File: src/rtl/mem_access_stage_pkg.sv
// -----------------------------------------------------------------------------
// mem_access_stage_pkg
// Shared definitions for the MEM pipeline stage: the opcodes of the memory/LUI
// class, the record captured when a load or store is accepted, and small
// helpers that decode opcodes and build store byte lanes.
// Byte-lane helpers assume a 32-bit datapath (four little-endian lanes).
// -----------------------------------------------------------------------------
package mem_access_stage_pkg;

    localparam int DATA_W = 32;

    // Memory-class opcodes (same values as the shared ISA opcode table)
    localparam logic [5:0] OP_LW  = 6'h23;
    localparam logic [5:0] OP_LB  = 6'h20;
    localparam logic [5:0] OP_LBU = 6'h24;
    localparam logic [5:0] OP_SW  = 6'h2B;
    localparam logic [5:0] OP_SB  = 6'h28;
    localparam logic [5:0] OP_LUI = 6'h0F;

    // Everything the stage needs to drive and finish one memory access
    typedef struct packed {
        logic [5:0]        op;
        logic [DATA_W-1:0] addr;
        logic [1:0]        lane;
        logic [DATA_W-1:0] wdata;
        logic [3:0]        be;
        logic              we;
        logic [4:0]        dest;
        logic              regWrite;
    } memAccess_t;

    // True for the opcodes that actually touch data memory (LUI excluded)
    function automatic logic isAccessOp(input logic [5:0] op);
        return (op == OP_LW) || (op == OP_LB) || (op == OP_LBU) ||
               (op == OP_SW) || (op == OP_SB);
    endfunction

    function automatic logic isStoreOp(input logic [5:0] op);
        return (op == OP_SW) || (op == OP_SB);
    endfunction

    // Only full-word accesses have an alignment requirement
    function automatic logic isWordOp(input logic [5:0] op);
        return (op == OP_LW) || (op == OP_SW);
    endfunction

    // Loads always read the whole word; the formatter picks the byte later
    function automatic logic [3:0] storeByteEnable(input logic [5:0] op,
                                                   input logic [1:0] lane);
        if (op == OP_SB) begin
            return 4'b0001 << lane;
        end
        return 4'hF;
    endfunction

    // SB replicates the byte on every lane so the enable alone selects it
    function automatic logic [DATA_W-1:0] storeData(input logic [5:0]        op,
                                                    input logic [DATA_W-1:0] data);
        case (op)
            OP_SW:   return data;
            OP_SB:   return {4{data[7:0]}};
            default: return '0;
        endcase
    endfunction

endpackage

File: src/rtl/mem_access_stage_load_formatter.sv
// -----------------------------------------------------------------------------
// load_formatter
// Combinational load-data formatting: selects the addressed byte for LB/LBU
// and sign- or zero-extends it; LW passes the word through unchanged.
// Ports:
//   op_i      load opcode captured with the access
//   lane_i    byte lane (address bits [1:0]), little-endian
//   rdata_i   raw word returned by data memory
//   result_o  value to write back
// -----------------------------------------------------------------------------
module load_formatter
    import mem_access_stage_pkg::*;
#(
    parameter int WIDTH = DATA_W
) (
    input  logic [5:0]       op_i,
    input  logic [1:0]       lane_i,
    input  logic [WIDTH-1:0] rdata_i,
    output logic [WIDTH-1:0] result_o
);

    logic [7:0] selByte;

    // Pick the addressed byte, then extend it according to the load flavour
    always_comb begin
        case (lane_i)
            2'd0:    selByte = rdata_i[7:0];
            2'd1:    selByte = rdata_i[15:8];
            2'd2:    selByte = rdata_i[23:16];
            default: selByte = rdata_i[31:24];
        endcase

        case (op_i)
            OP_LB:   result_o = {{(WIDTH-8){selByte[7]}}, selByte};
            OP_LBU:  result_o = {{(WIDTH-8){1'b0}}, selByte};
            default: result_o = rdata_i;
        endcase
    end

endmodule

File: src/rtl/mem_access_stage.sv
// -----------------------------------------------------------------------------
// mem_access_stage
// MEM pipeline stage after the ALU. Executes LW/LB/LBU/SW/SB against data
// memory over a req/ready handshake, formats load data, and registers the
// writeback fields. Non-memory ops and LUI pass straight through in one cycle.
// Ports:
//   clock, reset        rising-edge clock, asynchronous active-high reset
//   w_valid_in ..       EX-stage result, opcode, store data, destination
//   w_stall_out         high while an access is outstanding (upstream holds)
//   w_mem_*             data-memory request side; ready/rdata come back
//   w_valid_out ..      one-cycle writeback pulse with result/dest/enable
//   w_exc_misaligned    one-cycle pulse for an unaligned LW/SW
// -----------------------------------------------------------------------------
module mem_access_stage
    import mem_access_stage_pkg::*;
#(
    parameter int WIDTH = DATA_W
) (
    input  logic             clock,
    input  logic             reset,
    input  logic             w_valid_in,
    input  logic             w_mem_op,
    input  logic [5:0]       w_op_code_6,
    input  logic [WIDTH-1:0] w_alu_result_x,
    input  logic [WIDTH-1:0] w_store_data_x,
    input  logic [4:0]       w_dest_reg_5,
    input  logic             w_reg_write,
    output logic             w_stall_out,
    output logic             w_mem_req,
    output logic             w_mem_we,
    output logic [WIDTH-1:0] w_mem_addr,
    output logic [WIDTH-1:0] w_mem_wdata,
    output logic [3:0]       w_mem_be,
    input  logic             w_mem_ready,
    input  logic [WIDTH-1:0] w_mem_rdata,
    output logic             w_valid_out,
    output logic [WIDTH-1:0] w_result_x,
    output logic [4:0]       w_dest_reg_out_5,
    output logic             w_reg_write_out,
    output logic             w_exc_misaligned
);

    localparam logic [0:0] ST_IDLE = 1'b0;
    localparam logic [0:0] ST_REQ  = 1'b1;

    logic [0:0]       state_q, state_d;
    memAccess_t       pending_q, pending_d;
    logic             validOut_q, validOut_d;
    logic [WIDTH-1:0] result_q, result_d;
    logic [4:0]       destOut_q, destOut_d;
    logic             regWriteOut_q, regWriteOut_d;
    logic             excMisaligned_q, excMisaligned_d;

    logic             isAccess;
    logic             isMisaligned;
    logic             inRequest;
    logic [WIDTH-1:0] loadResult;

    load_formatter #(.WIDTH(WIDTH)) u_load_formatter (
        .op_i     (pending_q.op),
        .lane_i   (pending_q.lane),
        .rdata_i  (w_mem_rdata),
        .result_o (loadResult)
    );

    // Next-state logic: accept, reject or pass through in IDLE; wait for ready in REQ.
    // Writeback pulses default low so they only last one cycle.
    always_comb begin
        isAccess        = w_valid_in & w_mem_op & isAccessOp(w_op_code_6);
        isMisaligned    = isWordOp(w_op_code_6) & (w_alu_result_x[1:0] != 2'b00);

        state_d         = state_q;
        pending_d       = pending_q;
        validOut_d      = 1'b0;
        result_d        = result_q;
        destOut_d       = destOut_q;
        regWriteOut_d   = 1'b0;
        excMisaligned_d = 1'b0;

        case (state_q)
            ST_IDLE: begin
                if (isAccess) begin
                    if (isMisaligned) begin
                        excMisaligned_d = 1'b1;
                    end else begin
                        pending_d.op       = w_op_code_6;
                        pending_d.addr     = {w_alu_result_x[WIDTH-1:2], 2'b00};
                        pending_d.lane     = w_alu_result_x[1:0];
                        pending_d.wdata    = storeData(w_op_code_6, w_store_data_x);
                        pending_d.be       = storeByteEnable(w_op_code_6, w_alu_result_x[1:0]);
                        pending_d.we       = isStoreOp(w_op_code_6);
                        pending_d.dest     = w_dest_reg_5;
                        pending_d.regWrite = w_reg_write;
                        state_d            = ST_REQ;
                    end
                end else if (w_valid_in) begin
                    validOut_d    = 1'b1;
                    result_d      = w_alu_result_x;
                    destOut_d     = w_dest_reg_5;
                    regWriteOut_d = w_reg_write;
                end
            end
            ST_REQ: begin
                if (w_mem_ready) begin
                    state_d    = ST_IDLE;
                    validOut_d = 1'b1;
                    destOut_d  = pending_q.dest;
                    // Stores complete with no register write; the old result is left alone
                    if (!pending_q.we) begin
                        result_d      = loadResult;
                        regWriteOut_d = pending_q.regWrite;
                    end
                end
            end
            default: state_d = ST_IDLE;
        endcase
    end

    // State and output registers; reset discards any outstanding access
    always_ff @(posedge clock or posedge reset) begin
        if (reset) begin
            state_q         <= ST_IDLE;
            pending_q       <= '0;
            validOut_q      <= 1'b0;
            result_q        <= '0;
            destOut_q       <= '0;
            regWriteOut_q   <= 1'b0;
            excMisaligned_q <= 1'b0;
        end else begin
            state_q         <= state_d;
            pending_q       <= pending_d;
            validOut_q      <= validOut_d;
            result_q        <= result_d;
            destOut_q       <= destOut_d;
            regWriteOut_q   <= regWriteOut_d;
            excMisaligned_q <= excMisaligned_d;
        end
    end

    // Memory-side outputs are gated by REQ so they read zero whenever idle
    assign inRequest        = (state_q == ST_REQ);
    assign w_stall_out      = inRequest;
    assign w_mem_req        = inRequest;
    assign w_mem_we         = inRequest & pending_q.we;
    assign w_mem_addr       = inRequest ? pending_q.addr  : '0;
    assign w_mem_wdata      = inRequest ? pending_q.wdata : '0;
    assign w_mem_be         = inRequest ? pending_q.be    : 4'h0;

    assign w_valid_out      = validOut_q;
    assign w_result_x       = result_q;
    assign w_dest_reg_out_5 = destOut_q;
    assign w_reg_write_out  = regWriteOut_q;
    assign w_exc_misaligned = excMisaligned_q;

endmodule

File: config.mk
export PLATFORM = sky130hd
export DESIGN_NAME = mem_access_stage
export DESIGN_NICKNAME = d
export VERILOG_FILES = /design/src/rtl/mem_access_stage_pkg.sv /design/src/rtl/mem_access_stage_load_formatter.sv /design/src/rtl/mem_access_stage.sv
export SDC_FILE = /design/constraint.sdc
export NUM_CORES = 1
export LEC_CHECK = 0
export CORE_MARGIN = 2
export CORE_UTILIZATION = 35
export DETAILED_ROUTE_END_ITERATION = 10
export GPL_TIMING_DRIVEN = 0
export PLACE_DENSITY_LB_ADDON = 0.15
export REMOVE_ABC_BUFFERS = 1
export SYNTH_ARGS = -nofsm -noshare
export SYNTH_HDL_FRONTEND = slang
export SYNTH_SLANG_ARGS = --single-unit
export TNS_END_PERCENT = 1
File: constraint.sdc
create_clock -name clock -period 7.4 [get_ports clock]
set_input_delay 0.74 -clock clock [delete_from_list [all_inputs] [get_ports clock]]
set_output_delay 0.74 -clock clock [all_outputs]
set_load 0.005 [all_outputs]
* Word level (Yosys, flattened, before mapping)
Index checks and enable logic that the tools add are counted.
** Storage, ports and cells
- Flip-flop bits (word level) :: 122
- Input bits :: 113
- Output and inout bits :: 111
- Word-level logic and storage cells :: 82
** Cells by class
- Eq/ne operators :: 13
- Shift-type cells :: 1
- Multiplexer cells :: 37
- Bitwise operators :: 6
- Reductions and logical operators :: 11
** Operators by type and width (number)
- 2-to-1 mux 32 bit :: 6
- case mux 32 bit (2 select lines) :: 3
- equality test 6 bit (second input constant) :: 7
- case mux 8 bit (3 select lines) :: 1
- 2-to-1 mux 1 bit :: 17
- 2-to-1 mux 5 bit :: 3
- 2-to-1 mux 4 bit :: 3
- case mux 5 bit (2 select lines) :: 1
- != test 2 bit (second input constant) :: 4
- logical OR 1 bit :: 6
- case mux 1 bit (2 select lines) :: 3
- AND reduction 3 bit :: 2
- bitwise AND 1 bit :: 4
- AND reduction 4 bit :: 1
- << shifter 1 x 2 -> 4 bit (first input constant) :: 1
- equality test 2 x 1 -> 1 bit (second input constant) :: 1
- equality test 2 bit (second input constant) :: 1
- logical NOT 2 bit :: 1
- NOT 1 bit :: 2
- nonzero test 2 bit :: 1

* Depth between registers and ports, before layout
- Depth in word-level cells :: 9
- Gate-level depth with buffers :: 7
- Mapped depth without buffers :: 4

* Modules after synthesis
Synthesis repeated with hierarchy kept, for this count alone.
** Second synthesis, totals
- Cell total of the unflattened synthesis :: 565
- Area, all modules :: 6476.2 µm²
** Modules (own cells, without submodules)
- mem_access_stage :: times used 1, cells an instance 487, area an instance 5865.6 µm², sequential area each 3052.9 µm²
- load_formatter :: times used 1, cells an instance 78, area an instance 610.6 µm², sequential area each 0.0 µm²

* Worst setup path after synthesis
No wires, ideal clock.
- Kind :: in2reg
- From :: in w_op_code_6[2]
- To :: reg pending_q[19] in the netlist's numbering
- Library setup time :: 0.125 ns
- Arrival time :: 2.163 ns
- Required time :: 7.275 ns
- Slack :: 5.112 ns
- Stages on the path :: 6
- Buffers on the path :: 2
- Cell sequence :: nand3b_4 -> or4b_1 -> and3_1 -> buf_6 -> buf_6 -> mux2_4
** On the way
- Cells in the longest elaborated chain, start to end :: 7
- Elaborated cells on any way between the ends :: 15
- Those cells by class :: eq/ne (5); mux (1); bitwise (3); reduce/logical (6)
** RTL lines
- from (decl) :: RTL line mem_access_stage.sv:23 : input logic [5:0] w_op_code_6,
- equality test 6 bit (on tied branches) :: RTL line mem_access_stage_pkg.sv:34, mem_access_stage_pkg.sv:44
- logical OR 1 bit (3 in series) :: RTL line mem_access_stage_pkg.sv:34 : return (op == OP_LW) || (op == OP_LB) || (op == OP_LBU) ||
- logical OR 1 bit :: RTL line mem_access_stage_pkg.sv:35 : (op == OP_SW) || (op == OP_SB);
- bitwise AND 1 bit :: RTL line mem_access_stage.sv:69 : isAccess = w_valid_in & w_mem_op & isAccessOp(w_op_code_6);
- AND reduction 3 bit (no source line)
- to (signal assigned) :: RTL line mem_access_stage.sv:131 : pending_q <= pending_d;
- to (decl) :: RTL line mem_access_stage.sv:47 : memAccess_t pending_q, pending_d;
Parallel ways exist; a longest one is shown, timed or not.
A chain may end at the register's enable or synchronous reset.

* Final worst setup path
- From :: reg state_q, in the netlist w_mem_req
- To :: out w_mem_wdata[1]
** On the way
- Cells in the longest elaborated chain, start to end :: 1
** RTL lines
- from (decl) :: RTL line mem_access_stage.sv:46 : logic [0:0] state_q, state_d;
- from (signal assigned) :: RTL line mem_access_stage.sv:130 : state_q <= state_d;
- 2-to-1 mux 32 bit :: RTL line mem_access_stage.sv:146 : assign w_mem_wdata = inRequest ? pending_q.wdata : '0;
- to (decl) :: RTL line mem_access_stage.sv:32 : output logic [WIDTH-1:0] w_mem_wdata,
Every way passes these cells.

==> impl_metrics.toml <==
[setup_path]
worstPathCellList = "buf_16 > inv_2 > nor2_1 > clkdlybuf4s50_1"
arrival_ps = 2330
critPathMaxStageDelay_ps = 650
worstReg2RegStart = "pending_q[43]$_DFFE_PP0P_"
r2r_slack_ps = 4420
r2r_end = "w_result_x[8]$_DFFE_PP0P_"
critPathMaxFanout = 72
crit_type = "reg2out"
path_buf_inv = 3
cp-end-kind = "output pin"
cp-start-kind = "register"
worst_path_dominant_cell_family = "buffers and inverters"
ff2ff_path_depth = 4
critical_path.slowest_cell = "dfrtp_4"
cp_num_cells = 4
worstPathRequired_ps = 6660

[detailed_routing]
drt_iter0_markers = 161
drt-wirelength-per-cell_um = 18.8
drtPass1Iterations = 4
vias = 4985
route.detailed.drc = 0
ant_nets = 0
routed_via_density = 5.03
wl_um = 18700

[sta]
finClkSkew_ps = 12.2
fin_tns_setup_ps = 0
setup_viol = 0
worst_hold_slack_ps = 480
finalMaxSlewViolations = 0
rsz0062_at_grt = "no"
finalCritPeriodShare_pct = 41.4
min_period_ps = 3070
hold_viol = 0
fmax_mhz = 326
relSlewSlack_pct = 11.6
worst_slew_pin_slew_ps = 1330

[clock_network]
post_cts_buffers = 0
numClockSinks = 122
hold_buffers = 0
cts.htree.levels = 4
clockBufferDepth = 2
cts-root-buf = "clkbuf_16"
clk_latency_ps = 410
cts_resized = 0
clk_pin_slew_ps = 60
numCtsBuffers = 17
cts_tree = "yes"

[power]
p_leak_nw = 3.93
p_seq_share_pct = 40.3
powerDensity_nw_per_um2 = 224
switching_share_pct = 25.4
combPwrFrac_pct = 19.7
ir_drop_uv = 156
clock_power_share_pct = 40.0
internal_power_w = 0.00158
switchingPower_w = 0.000536

[global_route]
grt.total_usage_pct = 19.2
grt_overflow = 0
grt_pass1_vias = 5239
grt_pass1_wl_um = 29800
grt_max_degree = 73
antenna_found_initial = 0

[synthesis]
syn-cell-area_um2 = 6470
seq_area_frac_synth_pct = 47.2
synth_edf_count = 0
synth_area_per_cell_um2 = 11.8
synthDistinctLibCells = 42
syn_inst = 550
async_flop_share_pct = 100
synthFlopType = "dfrtp_1"
ys_ff_latch = 122
ys_warn_count = 0

[flow_run]
cap_violations = 0

[cells_and_area]
syn2layout_area_growth_pct = 46.2
layout.cells.non_filler = 992
antennaDiodeCount = 0
fillers = 1584
drive_gt1_share_pct = 18.0
final_nets = 864

[floorplanning]
die_h_um = 140
core_area_um2 = 18000
die_w_um = 140
ios = 224
start_util_pct = 35.9
rows = 49
dieArea_um2 = 19600

[placement]
placed_cells_incl_taps = 961
place.port_buffers = 221
gp_congestion = 0.785
dp_hpwl_um = 12700

[worst_hold_path]
holdCritStartpoint = "pending_q[82]$_DFFE_PP0P_"
hold_path_class = "reg2reg"
whs_path_depth = 1
holdPathEnd = "pending_q[82]$_DFFE_PP0P_"

[status]
status = "complete, no violations"
==> cell families (layout without fill, tap and decap cells) <==
group	count (synthesis)	after routing	synth area share, %
buf+inv	60	272	4.70
flops	122	122	47.2
mux	122	122	25.2
compound gates	116	116	12.1
simple gates	129	129	10.7
other cells	1	2	0.0580
==> stage by stage <==
step | area, um2 | worst slack, ps | total power (W) | util (%)
4_1_cts | 9450 | 4280 | 0.00215 | 52.5
2_1_floorplan | 6230 | 2200 | 0.00106 | -
6_report | 9450 | 4330 | 0.00211 | 52.5
5_1_grt | 9450 | 4180 | 0.00222 | 52.5
3_5_place_dp | 8850 | 3960 | 0.00128 | 49.1
3_3_place_gp | 8730 | 163 | 0.00127 | 48.4
==> registers in the layout, indices dropped and copies added, names as in the netlist <==
register and flops:
w_exc_misaligned 1, w_mem_req 1, pending_q 81, w_reg_write_out 1, w_dest_reg_out_5 5, w_result_x 32, w_valid_out 1
==> layout make-up <==
type                    instances  area (um2)  area share, %
clock buffers                  19         453           4.79
inverters                      16        65.1          0.688
repair buffers                225        2310           24.4
flip-flops and latches        122        3060           32.3
clock inverters                12         149           1.57
multi-input cells             369        3130           33.2
well taps                     229         287           3.03
==> layout by cell type (no fill, tap or decap), drive strengths merged, types with 5 or more instances in the layout <==
cell,Yosys,final
and2,59,59
a22o,31,31
dfrtp,122,122
clkinv,0,5
o21ai,31,31
o211ai,8,8
clkbuf,25,19
inv,16,16
nand2,10,10
mux2i,9,9
a21oi,26,26
o31ai,7,7
mux2,112,112
a221oi,7,7
nor2,46,46
clkdlybuf4s50,0,221
==> power by group through the flow <==
stage | clock network (W) | registers [W] | logic (W)
6_report | 0.000847 | 0.000852 | 0.000416
5_1_grt | 0.000902 | 0.000868 | 0.000450
4_1_cts | 0.000874 | 0.000853 | 0.000420
3_5_place_dp | 0 | 0.000863 | 0.000417
3_3_place_gp | 0 | 0.000861 | 0.000407
2_1_floorplan | 0 | 0.000842 | 0.000219
==> cells in the mapped netlist, types with 9 or more instances <==
library cell  instances  area share, %
a21oi_1              26            2.0
a22o_1               31            4.2
and2_1               59            5.7
clkbuf_1             25            1.5
dfrtp_1             122             47
inv_1                15           0.87
mux2_1               20            3.5
mux2_2               24            4.2
mux2_4               68             16
mux2i_1               9            1.4
nand2_1              10           0.58
nor2_1               45            2.6
o21ai_0              18            1.4
o21ai_1              13            1.0
==> layer usage <==
layer	up-vias	global-route usage (%)	share of wire, %
met1	2479	25.2	45
met4	0	6.68	2.0
li1	2341	-	-
met5	-	0	0
met3	22	4.38	4.1
met2	143	31.2	49
==> how the worst max path moves through the flow <==
stage | start | to | slack [ps]
2_1_floorplan | w_mem_req$_DFF_PP0_ | pending_q[19]$_DFFE_PP0P_ | 2200
3_3_place_gp | w_mem_req$_DFF_PP0_ | pending_q[72]$_DFFE_PP0P_ | 160
3_5_place_dp | w_op_code_6[0] | w_result_x[7]$_DFFE_PP0P_ | 3960
4_1_cts | w_mem_req$_DFF_PP0_ | w_mem_wdata[1] | 4280
5_1_grt | w_mem_req$_DFF_PP0_ | w_mem_wdata[1] | 4180
6_report | w_mem_req$_DFF_PP0_ | w_mem_wdata[1] | 4330
Note: power is estimated with default switching activity, not from simulation.
